[config.mk]
export PLATFORM = sky130hd
export DESIGN_NAME = instruction_fetch_flat
export DESIGN_NICKNAME = d
export VERILOG_FILES = /design/src/rtl/instruction_fetch_if.sv /design/src/rtl/instruction_fetch.sv /design/src/flat_wrapper.sv
export SDC_FILE = /design/constraint.sdc
export NUM_CORES = 1
export LEC_CHECK = 0
export ABC_CLOCK_PERIOD_IN_PS = 3000
export CORE_MARGIN = 1.5
export CORE_UTILIZATION = 45
export DETAILED_ROUTE_END_ITERATION = 16
export PLACE_DENSITY = 0.8
export SLEW_MARGIN = 20
export SYNTH_ARGS = -nofsm -noshare
export SYNTH_HDL_FRONTEND = slang
export SYNTH_SLANG_ARGS = --single-unit
[constraint.sdc]
create_clock -name i_Clk -period 3 [get_ports i_Clk]
set_clock_uncertainty 0.2 [all_clocks]
set_input_delay 0.45 -clock i_Clk [delete_from_list [all_inputs] [get_ports i_Clk]]
set_output_delay 0.45 -clock i_Clk [all_outputs]
set_load 0.02 [all_outputs]
[src/rtl/instruction_fetch_if.sv]
// rtl/instruction_fetch_if.sv - fetch/memory/decode signal bundle for instruction_fetch
interface instruction_fetch_if;
    // Instruction memory side
    logic [31:0] o_Addr;
    logic [31:0] i_Instruction;
    // Control-flow redirect from execute
    logic        i_Redirect;
    logic [31:0] i_Redirect_Addr;
    // IF/ID output stream towards decode
    logic        o_Valid;
    logic        i_Ready;
    logic [31:0] o_Instruction;
    logic [31:0] o_PC;
    // Status
    logic        o_Misaligned;
    logic [31:0] o_Fetch_Count;

    // The fetch unit itself
    modport master (
        output o_Addr,
        input  i_Instruction,
        input  i_Redirect,
        input  i_Redirect_Addr,
        output o_Valid,
        input  i_Ready,
        output o_Instruction,
        output o_PC,
        output o_Misaligned,
        output o_Fetch_Count
    );

    // Memory, execute and decode seen as one environment
    modport slave (
        input  o_Addr,
        output i_Instruction,
        output i_Redirect,
        output i_Redirect_Addr,
        input  o_Valid,
        output i_Ready,
        input  o_Instruction,
        input  o_PC,
        input  o_Misaligned,
        input  o_Fetch_Count
    );
endinterface

[src/rtl/instruction_fetch.sv]
// rtl/instruction_fetch.sv - single-issue instruction fetch stage with IF/ID register and misalignment trap
module instruction_fetch #(
    parameter logic [31:0] RESET_ADDR = 32'h0000_0000,
    parameter int          HEIGHT     = 256
) (
    input  logic                i_Clk,
    input  logic                i_Rst_n,
    instruction_fetch_if.master bus
);

    // The memory is word organised; a depth that is not a whole number of
    // words cannot be addressed by this fetch unit. HEIGHT never limits the PC.
    if (HEIGHT < 4 || (HEIGHT % 4) != 0) begin : g_bad_height
        $error("instruction_fetch: HEIGHT must be a positive multiple of 4");
    end

    typedef enum logic {
        ST_RUN  = 1'b0,
        ST_TRAP = 1'b1
    } state_t;

    state_t      state_q, state_d;

    logic [31:0] pc_q, pc_d;
    logic [31:0] instr_q, instr_d;
    logic [31:0] opc_q, opc_d;
    logic [31:0] count_q, count_d;
    logic        valid_q, valid_d;
    logic        mis_q, mis_d;

    logic        handshake;
    logic        load;
    logic        target_aligned;

    // Decode accepts the held word this edge
    assign handshake      = valid_q & bus.i_Ready;
    // IF/ID register is free to take a new word (empty or being drained)
    assign load           = ~valid_q | bus.i_Ready;
    assign target_aligned = (bus.i_Redirect_Addr[1:0] == 2'b00);

    // State register: RUN after reset, TRAP only via a misaligned redirect
    always_ff @(posedge i_Clk or negedge i_Rst_n) begin
        if (!i_Rst_n) begin
            state_q <= ST_RUN;
        end else begin
            state_q <= state_d;
        end
    end

    // Next state: any redirect picks the state from its target alignment
    always_comb begin
        state_d = state_q;
        if (bus.i_Redirect) begin
            state_d = target_aligned ? ST_RUN : ST_TRAP;
        end
    end

    // Datapath next values: redirect beats load beats stall
    always_comb begin
        pc_d    = pc_q;
        instr_d = instr_q;
        opc_d   = opc_q;
        valid_d = valid_q;
        mis_d   = mis_q;
        // A same-cycle redirect still lets the accepted word count
        count_d = count_q + {31'b0, handshake};

        if (bus.i_Redirect) begin
            // Flush the IF/ID register; the target is fetched next edge,
            // or parked in the PC while trapped on a misaligned target.
            pc_d    = bus.i_Redirect_Addr;
            valid_d = 1'b0;
            mis_d   = ~target_aligned;
        end else begin
            unique case (state_q)
                ST_RUN: begin
                    if (load) begin
                        instr_d = bus.i_Instruction;
                        opc_d   = pc_q;
                        valid_d = 1'b1;
                        // Natural 32-bit wrap from 0xFFFF_FFFC to 0
                        pc_d    = pc_q + 32'd4;
                    end
                end
                ST_TRAP: begin
                    // Frozen until an aligned redirect; i_Ready is irrelevant
                    valid_d = 1'b0;
                end
                default: begin
                    valid_d = 1'b0;
                end
            endcase
        end
    end

    // Datapath registers: PC, IF/ID word, trap flag and handshake counter
    always_ff @(posedge i_Clk or negedge i_Rst_n) begin
        if (!i_Rst_n) begin
            pc_q    <= RESET_ADDR;
            instr_q <= 32'h0;
            opc_q   <= 32'h0;
            valid_q <= 1'b0;
            mis_q   <= 1'b0;
            count_q <= 32'h0;
        end else begin
            pc_q    <= pc_d;
            instr_q <= instr_d;
            opc_q   <= opc_d;
            valid_q <= valid_d;
            mis_q   <= mis_d;
            count_q <= count_d;
        end
    end

    // The memory sees the PC directly so its word is ready for the next edge
    assign bus.o_Addr        = pc_q;
    assign bus.o_Valid       = valid_q;
    assign bus.o_Instruction = instr_q;
    assign bus.o_PC          = opc_q;
    assign bus.o_Misaligned  = mis_q;
    assign bus.o_Fetch_Count = count_q;

endmodule
[src/flat_wrapper.sv]
// flat-port wrapper written by rule: the top's interface ports become plain ports
module instruction_fetch_flat 
#(
    parameter logic [31:0] RESET_ADDR = 32'h0000_0000,
    parameter int          HEIGHT     = 256
)
  (i_Clk, i_Rst_n, bus_o_Addr, bus_i_Instruction, bus_i_Redirect, bus_i_Redirect_Addr, bus_o_Valid, bus_i_Ready, bus_o_Instruction, bus_o_PC, bus_o_Misaligned, bus_o_Fetch_Count);
  instruction_fetch_if bus_i ();
  input  logic i_Clk;
  input  logic i_Rst_n;
  output wire logic [$bits(bus_i.o_Addr)-1:0] bus_o_Addr;
  input wire logic [$bits(bus_i.i_Instruction)-1:0] bus_i_Instruction;
  input wire logic [$bits(bus_i.i_Redirect)-1:0] bus_i_Redirect;
  input wire logic [$bits(bus_i.i_Redirect_Addr)-1:0] bus_i_Redirect_Addr;
  output wire logic [$bits(bus_i.o_Valid)-1:0] bus_o_Valid;
  input wire logic [$bits(bus_i.i_Ready)-1:0] bus_i_Ready;
  output wire logic [$bits(bus_i.o_Instruction)-1:0] bus_o_Instruction;
  output wire logic [$bits(bus_i.o_PC)-1:0] bus_o_PC;
  output wire logic [$bits(bus_i.o_Misaligned)-1:0] bus_o_Misaligned;
  output wire logic [$bits(bus_i.o_Fetch_Count)-1:0] bus_o_Fetch_Count;
  assign bus_o_Addr = bus_i.o_Addr;
  assign bus_i.i_Instruction = bus_i_Instruction;
  assign bus_i.i_Redirect = bus_i_Redirect;
  assign bus_i.i_Redirect_Addr = bus_i_Redirect_Addr;
  assign bus_o_Valid = bus_i.o_Valid;
  assign bus_i.i_Ready = bus_i_Ready;
  assign bus_o_Instruction = bus_i.o_Instruction;
  assign bus_o_PC = bus_i.o_PC;
  assign bus_o_Misaligned = bus_i.o_Misaligned;
  assign bus_o_Fetch_Count = bus_i.o_Fetch_Count;
  instruction_fetch #(.RESET_ADDR(RESET_ADDR), .HEIGHT(HEIGHT)) u_core (.i_Clk(i_Clk), .i_Rst_n(i_Rst_n), .bus(bus_i));
endmodule
=== After elaboration in Yosys (flattened, before gate mapping) ===
Cells that the tools add are included.

* Register bits after elaboration: 131
* Input bits: 68
* Output and inout port bits: 130
* Logic and storage cells: 28

* $add $sub $neg: 2
* Eq/ne operators: 2
* Mux-type cells: 7
* Bitwise gates (word level): 6
* Reduce and logical (&&, ||, !) cells: 4

{| class="wikitable"
|+ Operators with widths
! kind !! count
|-
| 32-bit 2-to-1 mux || 3
|-
| 32-bit by 1-bit adder with 32-bit output || 1
|-
| 32-bit by 3-bit adder with 32-bit output (second input constant) || 1
|-
| 1-bit NOT || 4
|-
| 1-bit 2-to-1 mux || 3
|-
| 3-bit by 2-bit != test with 1-bit output (second input constant) || 1
|-
| 3-bit AND reduction || 1
|-
| 2-bit zero test || 1
|-
| 2-bit != test (second input constant) || 1
|-
| 1-bit case mux with 2 select lines || 1
|-
| 2-bit AND reduction || 1
|-
| 2-bit nonzero test || 1
|-
| 1-bit bitwise AND || 1
|-
| 1-bit OR || 1
|}

=== Depth between registers and ports, before layout ===
* Word-level depth: 5
* Gate-level depth with buffers: 8
* Depth with buffers taken out: 8

=== Worst setup path after synthesis ===
OpenSTA, ideal clock, no wires.

* Path type: register to register
* Start: register u_core.valid_q (netlist: u_core.bus.o_Valid)
* End: register u_core.count_q[18] (netlist: u_core.bus.o_Fetch_Count[18])
* Setup time: 131 ps
* Data arrival time: 2023 ps
* Data required time: 2669 ps
* Path slack: 646 ps
* Stages on the path, launching flop included: 9
* Path buffers: 0
* Clock period less this slack: 2354 ps
* Cells stage by stage: dfrtp_1 -> and2_1 -> ha_1 -> ha_1 -> and4_1 -> nor3b_1 -> and4_1 -> nand3_1 -> xnor2_1

* Cells in the longest elaborated chain, start to end: 2

{| class="wikitable"
|+ Ends and longest elaborated chain
! what !! RTL line !! source
|-
| from (decl) || instruction_fetch.sv:28 || <nowiki>logic valid_q, valid_d;</nowiki>
|-
| from (signal assigned) || instruction_fetch.sv:109 || <nowiki>valid_q <= valid_d;</nowiki>
|-
| 1-bit bitwise AND || instruction_fetch.sv:36 || <nowiki>assign handshake = valid_q & bus.i_Ready;</nowiki>
|-
| 32-bit by 1-bit adder with 32-bit output || instruction_fetch.sv:66 || <nowiki>count_d = count_q + {31'b0, handshake};</nowiki>
|-
| net u_core.count_d[18] || instruction_fetch.sv:27 || <nowiki>logic [31:0] count_q, count_d;</nowiki>
|-
| to (signal assigned) || instruction_fetch.sv:111 || <nowiki>count_q <= count_d;</nowiki>
|-
| to (decl) || instruction_fetch.sv:27 ||
|}

The timed path passes the listed nets, and every way through them passes these cells.
A chain may end at the register's enable or synchronous reset.

=== Final worst setup path ===
* Start: input port bus_i_Ready
* End: register u_core.count_q[18] (netlist: u_core.bus.o_Fetch_Count[18])

* Cells in the longest elaborated chain, start to end: 2

{| class="wikitable"
|+ Ends and longest elaborated chain
! what !! RTL line !! source
|-
| from (decl) || flat_wrapper.sv:16 || <nowiki>input wire logic [$bits(bus_i.i_Ready)-1:0] bus_i_Ready;</nowiki>
|-
| 1-bit bitwise AND || instruction_fetch.sv:36 ||
|-
| 32-bit by 1-bit adder with 32-bit output || instruction_fetch.sv:66 ||
|-
| net u_core.count_d[18] || instruction_fetch.sv:27 ||
|}

The timed path passes the listed nets, and every way through them passes these cells.

==> reports/results.tsv <==
metric	value	unit
fillcell total	905	
worst skew pair latency	0.42	ns
area grow syn2layout	50.6	%
Hold Fails Final Rpt	0	
vias per inst	5.31	
total gr overflow	0	
postcts setup bufs	0	
initial antenna violation count	0	
ANT nets after route	0	
Routed WL per cell	17.9	um
Pwr per Cell Area	718	nW/um^2
CTS buffer count	17	
Slew Limit Fails	0	
Synthesized Nets	527	
vias in the first global route	4897	
measured slew at the worst slew-check pin	0.733	ns
critical path type	input port to register	
Max-slew headroom	51.0	%
DRC	0	
Cells after DPL	818	
commonest non-fill, non-tap cell in the layout	clkdlybuf4s50_1	
Worst Path Required	3.09	ns
Final Wtd Congestion	0.872	
Net Sw Frac	28.4	%
width of the chip	115	um
Cell Area, Synth	5660	um^2
Max VDD drop	491	uV
maximum root-to-sink buffer count	2	
Yosys reg bits	130	
Initial Util	46.7	%
Leak	3.53	nW
Routed WL	15.2	mm
# setup viols final	0	
non-filler cells, final	851	
Synth top area share	57.5	%
Max stage delay cell, worst path	clkdlybuf4s50_1	
delay of the slowest critical-path stage	0.48	ns
Critical Path Sink Type	register	
cell family with most CP delay	simple AND/OR/NAND/NOR gates	
Rows	40	
placed wire-length estimate	10.9	mm
Hold Path Class	register to register	
setup total negative slack	0	ns
Syn Inst Count	456	
Die ar.	13200	um^2
Buffers on Ports	197	
CTS Hold Bufs	1	
critical path launch point type	input port	
root cell of the clock tree	clkbuf_16	
critical path, cell by cell	clkdlybuf4s50_1 -> and2_1 -> ha_1 -> ha_1 -> and4_1 -> nor3b_1 -> buf_4 -> and4_1 -> nand3_1 -> xnor2_1	
syn avg cell area	12.4	um^2
area leader, netlist	dfrtp_1	
WP buf/inv	2	
Int Pwr	4.37	mW
commonest cells after routing, fill and taps aside	196 x clkdlybuf4s50_1, 130 x dfrtp_1, 67 x mux2_2	
crit path time final	2.61	ns
global-route wire length before repair	25.0	mm
final worst path period share	86.9	%
Synthesis Warnings	0	
Synth cell types	44	
sequential share of power	37.7	%
CTS tree	yes	
core area	12100	um^2
share of cells above drive strength 1	18.3	%
final net count	741	
Post-synth EDFFs	0	
fmax	383	MHz
chip height	115	um
Net Sw Power	1.74	mW
cts repair resizes	0	
largest net degree at the start of global routing	64	
DRT iter0 DRCs	265	
htree depth	4	
status	complete, no violations	
arrival time at the worst endpoint	2.70	ns
Clock Power Share	35.7	%
synth top area cells	dfrtp_1 58%, mux2_2 13%, xnor2_1 4.3%	
Worst-path clk slew	0.05	ns
# IOs	198	
worst hold margin	0.269	ns
DRT Pass-1 Iters	4	
Main synth FF type	dfrtp_1	
Worst Path Max Fanout	4	
# diodes	0	
max cap viols	0	
vias	4522	
fraction of registers with async set/reset	100	%
total track usage	25.0	%
Sink Count	130	
fraction of the yosys area taken by sequential cells	57.5	%
Logic pwr share	26.6	%
unrepaired setup endpoints after global routing	false	
## flip-flops by register name (all words and copies together), names as in the netlist
register                  flops
u_core.bus.o_Addr            32
u_core.bus.o_Fetch_Count     32
u_core.bus.o_Instruction     32
u_core.bus.o_Misaligned       1
u_core.bus.o_PC              32
u_core.bus.o_Valid            1
## synth_stat cells (4+ instances only)
master      n
o311ai_0    7
xnor2_1    28
and2_1      4
mux2_2     67
nand3_1    22
nor4_1      6
o21ai_0    14
xor2_1     18
and3_1      6
dfrtp_1   130
nor2_1     15
o211ai_1    9
and4_1      7
clkbuf_1   11
nand4_1    15
nand2_1    53
## worst paths after layout
path,start,end,slack [ns],depth (start not counted)
setup / recovery,bus_i_Ready,u_core.bus.o_Fetch_Count[18],0.39,10
hold reg to reg,u_core.bus.o_Fetch_Count[31],u_core.bus.o_Fetch_Count[31],0.27,1
max in group asynchronous,i_Rst_n,u_core.bus.o_Addr[13],1.42,3
min in group asynchronous,i_Rst_n,u_core.bus.o_Fetch_Count[1],0.38,2
hold / removal,u_core.bus.o_Fetch_Count[31],u_core.bus.o_Fetch_Count[31],0.27,1
setup reg to reg,u_core.bus.o_Valid,u_core.bus.o_Fetch_Count[18],0.53,9
## power by group through the flow
stage / Combinational, mW / Clock, mW / Sequential, mW
final: 1.62 / 2.18 / 2.30
after global routing: 1.72 / 2.31 / 2.35
after CTS: 1.64 / 2.21 / 2.31
after detailed placement: 1.63 / 0 / 2.33
after global placement: 1.59 / 0 / 2.30
after floorplan: 0.354 / 0 / 2.69
## metrics by stage
step / power [mW] / util [%] / setup WS (ns) / cell area [um^2]
floorplan: 3.04 / - / 0.646 / 5660
global placement: 3.90 / 65.1 / 0.154 / 7880
detailed placement: 3.96 / 65.1 / 0.0134 / 7880
CTS: 6.16 / 70.3 / 0.391 / 8520
global route: 6.37 / 70.3 / 0.269 / 8520
finish: 6.11 / 70.3 / 0.392 / 8520
## cell families after synthesis
logic type / after synthesis / share of synthesized area (%)
adders and majority gates: 3 / 0.664
AOI/OAI and AO/OA: 41 / 5.11
DFF: 130 / 57.5
buffers and inverters: 20 / 2.08
xor gates and xnor gates: 46 / 7.12
and+or+nand+nor: 148 / 14.0
muxes: 68 / 13.5
## per-layer routing
layer  vias to the layer above  GRT usage (%)  share of wire, %
met5                         -              0                 0
met4                         0           11.2               1.6
met3                        15           7.75               7.6
met2                       178           42.0                51
met1                      2259           29.5                40
li1                       2070              -                 -
## layout make-up
cell class	count	area (um^2)	area share, %
repair buffers	211	2120	24.9
flip-flops and latches	130	3250	38.2
well taps	168	210	2.47
clock buffers	21	470	5.52
inverters	4	15.0	0.176
multi-input cells	306	2290	26.9
clock inverters	11	158	1.85
Power figures use the tool's default switching activity.
